`src/rtl/flag_stack_reg.sv`:
```
// flag_stack_reg: processor flag register with per-bit write mask
// and a LIFO save/restore stack for call/return and interrupt entry.
//
// Ports:
//   clk, rst      clock (rising edge), async active-high reset
//   we, wmask, d  masked flag write from the ALU
//   push, pop     save q to stack / restore q from stack top
//   clr_err       clear the sticky ovf_err/unf_err flags
//   q             registered flags
//   q_byp         next-edge flags when FLAG_STACK_BYPASS_EN is
//                 defined, otherwise identical to q
//   count         occupied stack entries
//   full, empty   decoded from the registered count
//   ovf_err       sticky: push while full
//   unf_err       sticky: pop while empty
//
// Build option: define FLAG_STACK_BYPASS_EN for the bypass path.

module flag_stack_reg #(
    parameter int                  WIDTH     = 4,
    parameter int                  DEPTH     = 4,
    parameter logic [WIDTH-1:0]    RESET_VAL = '0
) (
    input  logic                         clk,
    input  logic                         rst,
    input  logic                         we,
    input  logic [WIDTH-1:0]             wmask,
    input  logic [WIDTH-1:0]             d,
    input  logic                         push,
    input  logic                         pop,
    input  logic                         clr_err,
    output logic [WIDTH-1:0]             q,
    output logic [WIDTH-1:0]             q_byp,
    output logic [$clog2(DEPTH+1)-1:0]   count,
    output logic                         full,
    output logic                         empty,
    output logic                         ovf_err,
    output logic                         unf_err
);

    localparam int CW = $clog2(DEPTH + 1);

    logic [WIDTH-1:0] r_q;
    logic [CW-1:0]    r_cnt;
    logic             r_ovf;
    logic             r_unf;
    logic [WIDTH-1:0] r_stack [DEPTH];

    logic             w_empty;
    logic             w_full;
    logic             w_do_pop;
    logic             w_do_push;
    logic             w_swap;
    logic             w_stk_we;
    logic [CW-1:0]    w_wr_idx;
    logic [WIDTH-1:0] w_top;
    logic [WIDTH-1:0] w_wr_val;
    logic [WIDTH-1:0] w_q_nxt;
    logic             w_ovf_set;
    logic             w_unf_set;

    assign w_empty   = (r_cnt == '0);
    assign w_full    = (r_cnt == CW'(DEPTH));

    // Any pop on a non-empty stack restores q (plain pop or swap).
    assign w_do_pop  = pop && !w_empty;
    assign w_swap    = push && pop && !w_empty;
    assign w_do_push = push && !pop && !w_full;
    assign w_stk_we  = w_do_push || w_swap;

    // Swap overwrites the top entry; plain push writes the next free one.
    assign w_wr_idx  = w_swap ? (r_cnt - CW'(1)) : r_cnt;

    assign w_ovf_set = push && !pop && w_full;
    assign w_unf_set = pop && w_empty;

    // Top-of-stack read, decoded so an empty stack never indexes out of range.
    always_comb begin
        w_top = '0;
        for (int i = 0; i < DEPTH; i++) begin
            if (r_cnt == CW'(i + 1)) begin
                w_top = r_stack[i];
            end
        end
    end

    assign w_wr_val = (r_q & ~wmask) | (d & wmask);

    // A successful pop/swap takes priority over the ALU write.
    always_comb begin
        w_q_nxt = r_q;
        if (w_do_pop) begin
            w_q_nxt = w_top;
        end else if (we) begin
            w_q_nxt = w_wr_val;
        end
    end

    always_ff @(posedge clk or posedge rst) begin
        if (rst) begin
            r_q   <= RESET_VAL;
            r_cnt <= '0;
            r_ovf <= 1'b0;
            r_unf <= 1'b0;
        end else begin
            r_q <= w_q_nxt;
            if (w_do_push) begin
                r_cnt <= r_cnt + CW'(1);
            end else if (w_do_pop && !push) begin
                r_cnt <= r_cnt - CW'(1);
            end
            // Set wins over a same-cycle clear.
            r_ovf <= w_ovf_set || (r_ovf && !clr_err);
            r_unf <= w_unf_set || (r_unf && !clr_err);
        end
    end

    // Stack storage needs no reset: count gates every read.
    always_ff @(posedge clk) begin
        for (int i = 0; i < DEPTH; i++) begin
            if (w_stk_we && (w_wr_idx == CW'(i))) begin
                r_stack[i] <= r_q;
            end
        end
    end

    assign q       = r_q;
    assign count   = r_cnt;
    assign full    = w_full;
    assign empty   = w_empty;
    assign ovf_err = r_ovf;
    assign unf_err = r_unf;

`ifdef FLAG_STACK_BYPASS_EN
    assign q_byp = w_q_nxt;
`else
    assign q_byp = r_q;
`endif

endmodule
```
`config.mk`:
```
export PLATFORM = sky130hd
export DESIGN_NAME = flag_stack_reg
export DESIGN_NICKNAME = d
export VERILOG_FILES = /design/src/rtl/flag_stack_reg.sv
export SDC_FILE = /design/constraint.sdc
export NUM_CORES = 1
export LEC_CHECK = 0
export CORE_ASPECT_RATIO = 0.9
export CORE_MARGIN = 2
export CORE_UTILIZATION = 50
export CTS_CLUSTER_SIZE = 28
export DETAILED_ROUTE_END_ITERATION = 6
export HOLD_SLACK_MARGIN = 0.12
export PLACE_DENSITY = 0.74
export SLEW_MARGIN = 25
export SYNTH_ARGS = -nofsm -noshare
export SYNTH_HDL_FRONTEND = slang
export SYNTH_SLANG_ARGS = --single-unit
```
`constraint.sdc`:
```
create_clock -name clk -period 2.97 [get_ports clk]
set_clock_uncertainty 0.2 [all_clocks]
set_input_delay 0.4455 -clock clk [delete_from_list [all_inputs] [get_ports clk]]
set_output_delay 0.4455 -clock clk [all_outputs]
set_load 0.02 [all_outputs]
```
After elaboration in Yosys (flattened, before gate mapping). Memories as Yosys holds them, arrays and structs flattened. Index checks and enable logic that the tools add are counted.

Register bits: 9. Bits in latches: 0. Memory bits (writable): 16. Memory bits (read-only): 0. Input bits: 14. Output and inout port bits: 15. Word-level logic and storage cells: 73. Memories kept: 1.

Add/sub/neg operators: 2. $mul: 0. Div/mod/pow operators: 0. Order comparisons: 0. Eq/ne operators: 7. Shift operators: 0. Muxes and demuxes: 26. Bitwise gates (word level): 4. Reduce and logical (&&, ||, !) cells: 29.

Memories: r_stack (depth 4, bits a word 4, rd ports 4, clocked after Yosys merged registers in 0, wr ports 1, line 47) `logic [WIDTH-1:0] r_stack [DEPTH];`.

Operators by type and width (number): $mux W4 (9); $logic_and A1 B1 Y1 (14); $eq A3 B2 Y1 const B (4); $reduce_or A4 Y1 (3); $mux W1 (11); $mux W3 (3); $and A4 B4 Y4 (2); $eq A3 B1 Y1 const B (2); $logic_not A3 Y1 (2); $mux W2 (3); $logic_not A1 Y1 (5); $not A4 Y4 (1); $or A4 B4 Y4 (1); $reduce_bool A2 Y1 (2); $add A3 B1 Y3 const B (1); $eq A3 B3 Y1 const B (1); $logic_or A1 B1 Y1 (3); $sub A3 B1 Y3 const B (1).

Longest topological paths before layout.
Word-level depth: 12. Gate-level depth with buffers: 7. Mapped depth without buffers: 6.

Worst setup path after synthesis. Ideal clock, no wire load.

Path type: register -> register. From: register r_cnt[0] (netlist: count[0]). To: memory r_stack[0][0], enable pin. Data arrival time: 2241 ps. Slack: 157 ps. Cell stages (with the launch flop): 8. Clock period less this slack: 2813 ps. Path through: dfrtp_1 clkbuf_1 inv_1 ha_1 or2b_4 inv_2 or4_1 a211oi_1.

Cells in the longest elaborated chain, start to end: 12.

RTL lines: start, declared (line 44) `logic [CW-1:0] r_cnt;`; start signal, assigned (line 108) `r_cnt <= r_cnt + CW'(1);`; start signal, assigned (line 110) `r_cnt <= r_cnt - CW'(1);`; $logic_not A3 Y1 (*) (line 62) `assign w_empty = (r_cnt == '0);`; net empty (line 36) `output logic empty,`; $logic_not A1 Y1 (*) (line 67) `assign w_swap = push && pop && !w_empty;`; $logic_and A1 B1 Y1 (*) (line 67); $mux W3 (line 72) `assign w_wr_idx = w_swap ? (r_cnt - CW'(1)) : r_cnt;`; $eq A3 B1 Y1 (line 121) `if (w_stk_we && (w_wr_idx == CW'(i))) begin`; $logic_and A1 B1 Y1 (line 121); $mux W1 (line 121); $mux W1 (implied by the code) (line 122) `r_stack[i] <= r_q;`; $reduce_or A4 Y1 (no line); $mux W2 (no line) / $mux W1 (equally long branches) (3 in series); end, declared (line 47).

The timed path passes the listed nets; every way through them passes the cells marked *.

Final worst setup path.
From: register r_cnt[0] (netlist: count[0]). To: output empty.

Cells in the longest elaborated chain, start to end: 1.

RTL lines (line): $logic_not A3 Y1 (62); end, declared (36).

No other way between the ends.

==> results by group <==
Setup path
  • Crit end category: output pin
  • Worst setup SP type: flip-flop
  • CP Max Fanout: 11
  • R2R Setup Slk: around 0.6 ns
  • Worst reg-to-reg path cell count: 5
  • Critical path class: reg -> out
  • Worst EP arrival: 2.20 ns
  • CP Launch Point: count[0]
  • Worst EP required: 2.32 ns
  • Reg-to-reg startpoint: count[2]
  • CP endpoint: empty

Timing
  • Setup TNS: 0 ns
  • Tmin final: 2.85 ns
  • FMAX: 351 MHz
  • WHS: 0.174 ns
  • Final Max Tran Viols: 0
  • Unrepaired setup endpoints after global routing: false
  • Tcrit/Tclk final: 95.9%
  • Slew HR: about two thirds
  • Final hold violation count: 0
  • Worst-Margin Slew: 0.478 ns
  • Final setup violation count: 0

CTS
  • Clock buffer depth: 2
  • Cts hold-fix bufs: 0
  • TritonCTS clock tree: yes
  • Clock Latency Late Sink: 0.33 ns
  • Clock slew at reported path FFs: between 0.1 and 0.15 ns
  • Clock Sinks: 25
  • Post-CTS Setup Bufs: 0
  • H-tree depth: 1
  • Total CTS buffers: 3
  • CTS root buffer: clkbuf_4

Placement
  • DP Wirelength: 2300 um
  • Gpl congestion: 0.772
  • Port bufs: 28

Global route
  • Vias in the first global route: 1061
  • GRT Util Overall: 22.1%
  • Initial antenna violation count: 0
  • First-pass GRT wire length: roughly 5000 um
  • Grt total ovfl: 0
  • Largest net degree at the start of global routing: 17

Power
  • VDD IR-drop max: 0.000606 V
  • PwrDens: a little under 1000 nW/um2
  • Leak Pwr: 0.668 nW

Cells and area
  • Ant diodes: 0
  • Nets: 171
  • Area growth, synth to finish: 25.9%
  • Share of layout cells above drive strength 1: 13.3%

Yosys
  • Yosys warning count: 0
  • Synthesized flop and latch total: 25
  • Post-Synthesis Cells: 121
  • Synthesized area per cell: 11.4 um2
  • Async set or reset register ratio after synthesis: about 36%
  • Syn Nets: approximately 140
  • Sequential share of the synthesized area: about half
  • Syn Std Cell Area: roughly 1400 um2
  • Ys flop type: edfxtp_1
  • Yosys cell types: 33
  • Post-synth EDFFs: 16

Detailed routing
  • DRT met1 WL: roughly 1400 um
  • Via density: 6.07
  • DR WL met3: 176 um
  • DR top layer: met4
  • DR iter-0 viols: 51
  • Met2 routed WL: about 1500 um
  • Routed Antenna Nets: 0
  • Vias: approximately 1100
  • Drt total wl: 3150 um
  • DRC: 0
  • WL/cell: 17.5 um
  • DRT Pass-1 Iters: 4

Die
  • Die footprint: 3200 um2
  • Core area: 2680 um2
  • Die width: 59.4 um
  • Initial Util: 51.6%
  • Die Y: 53.9 um
  • Core Rows: 18
  • IO Count: 29

Job
  • Max Cap Violations: 0

Min path
  • Hold Path Class: in -> async

Status
  • Outcome: finished clean
## routing by layer
layer / global-route usage (%) / vias up
met5: 0 / -
met4: 7.58 / 0
met3: 4.57 / 5
met2: 34.1 / 40
met1: 31.1 / 523
li1: - / 525
## synthesized netlist by cell type (all sizes together), types with 2 or more instances
| cell | number | area (um2) |
|---|---|---|
| edfxtp | 16 | 480 |
| dfrtp | 9 | 225 |
| inv | 9 | 33.8 |
| a21oi | 8 | 40.0 |
| buf | 8 | 55.1 |
| ha | 6 | 75.1 |
| nand2 | 6 | 22.5 |
| a211oi | 5 | 37.5 |
| a22o | 5 | 43.8 |
| a221oi | 4 | 35.0 |
| clkbuf | 4 | 15.0 |
| mux2i | 4 | 40.0 |
| nor2 | 4 | 15.0 |
| o21ai | 4 | 20.0 |
| o311ai | 4 | 35.0 |
| o32ai | 4 | 35.0 |
| nand4 | 3 | 18.8 |
| nand3b | 2 | 15.0 |
| nor2b | 2 | 12.5 |
| or3b | 2 | 17.5 |
| xnor2 | 2 | 17.5 |
## metrics by stage
stage | area [um2] | std cells | power (mW) | worst slack (ns) | util (%)
3_3_place_gp | 1700 | 176 | 1.48 | 0.419 | 63.4
4_1_cts | 1730 | 180 | 1.66 | 0.0605 | 64.6
3_5_place_dp | 1700 | 176 | 1.49 | 0.344 | 63.4
2_1_floorplan | 1380 | 121 | 1.16 | 0.157 | -
6_report | 1740 | 180 | 1.69 | 0.123 | 64.9
5_1_grt | 1740 | 180 | 1.80 | 0.0538 | 64.9
## cells in the final DEF, fill, tap and decap left out, drive strengths merged
master,count
dfrtp,9
nand2,6
nor3b,1
and3,1
clkdlybuf4s50,28
o32ai,4
or4,1
inv,9
clkbuf,3
nor4b,1
a21oi,8
edfxtp,16
or3b,2
nor2,4
a221oi,4
or4b,1
xor2,1
mux2i,4
buf,9
a22o,5
clkinvlp,1
a221o,1
xnor2,2
nand3b,2
a211oi,5
nor4,1
o311ai,4
ha,6
a32o,1
or2b,1
o21ai,4
nor2b,2
nand4,3
## repair_timing
action / CTS / global route
endpoints found under the setup margin: 1 / 1
pin swaps: 0 / 0
gates resized for setup: 1 / 1
cloned: 0 / 0
## cells by family (layout without fill, tap and decap cells)
| group | after synthesis | in the layout | share of synthesized area, % |
|---|---|---|---|
| compound gates | 36 | 36 | 19.3 |
| xor+xnor | 3 | 3 | 1.90 |
| fa+ha+maj | 6 | 6 | 5.43 |
| buf+inv | 21 | 50 | 7.51 |
| flops | 25 | 25 | 51.0 |
| mux | 4 | 4 | 2.90 |
| simple gates | 26 | 26 | 11.9 |
## critical path: stages, from the launching register on
cell	delay (ns)
dfrtp_1	0.41
inv_1	0.18
ha_4	0.24
or2b_4	0.31
inv_2	0.12
clkdlybuf4s50_1	0.62
## report_power, final
group	internal [mW]	switching, mW
clock network	0.0517	0.109
registers	0.490	0.0848
logic	0.440	0.514
total	0.982	0.707
## how the worst min path moves through the flow
stage	end	slack (ns)	cells after the start
6_report	count[2]	0.17	2
5_1_grt	count[2]	0.21	2
4_1_cts	count[2]	0.19	2
3_5_place_dp	ovf_err	0.29	1
3_3_place_gp	ovf_err	0.29	1
2_1_floorplan	async pin	0.07	1
## final cells by class
class / instances / area (um2)
clock buffers: 3 / 22.5
clock inverters: 1 / 7.51
well taps: 30 / 37.5
repair buffers: 37 / 348
multi-input cells: 75 / 586
fillers: 203 / 940
inverters: 9 / 33.8
flip-flops and latches: 25 / 706
Power figures use the tool's default switching activity.
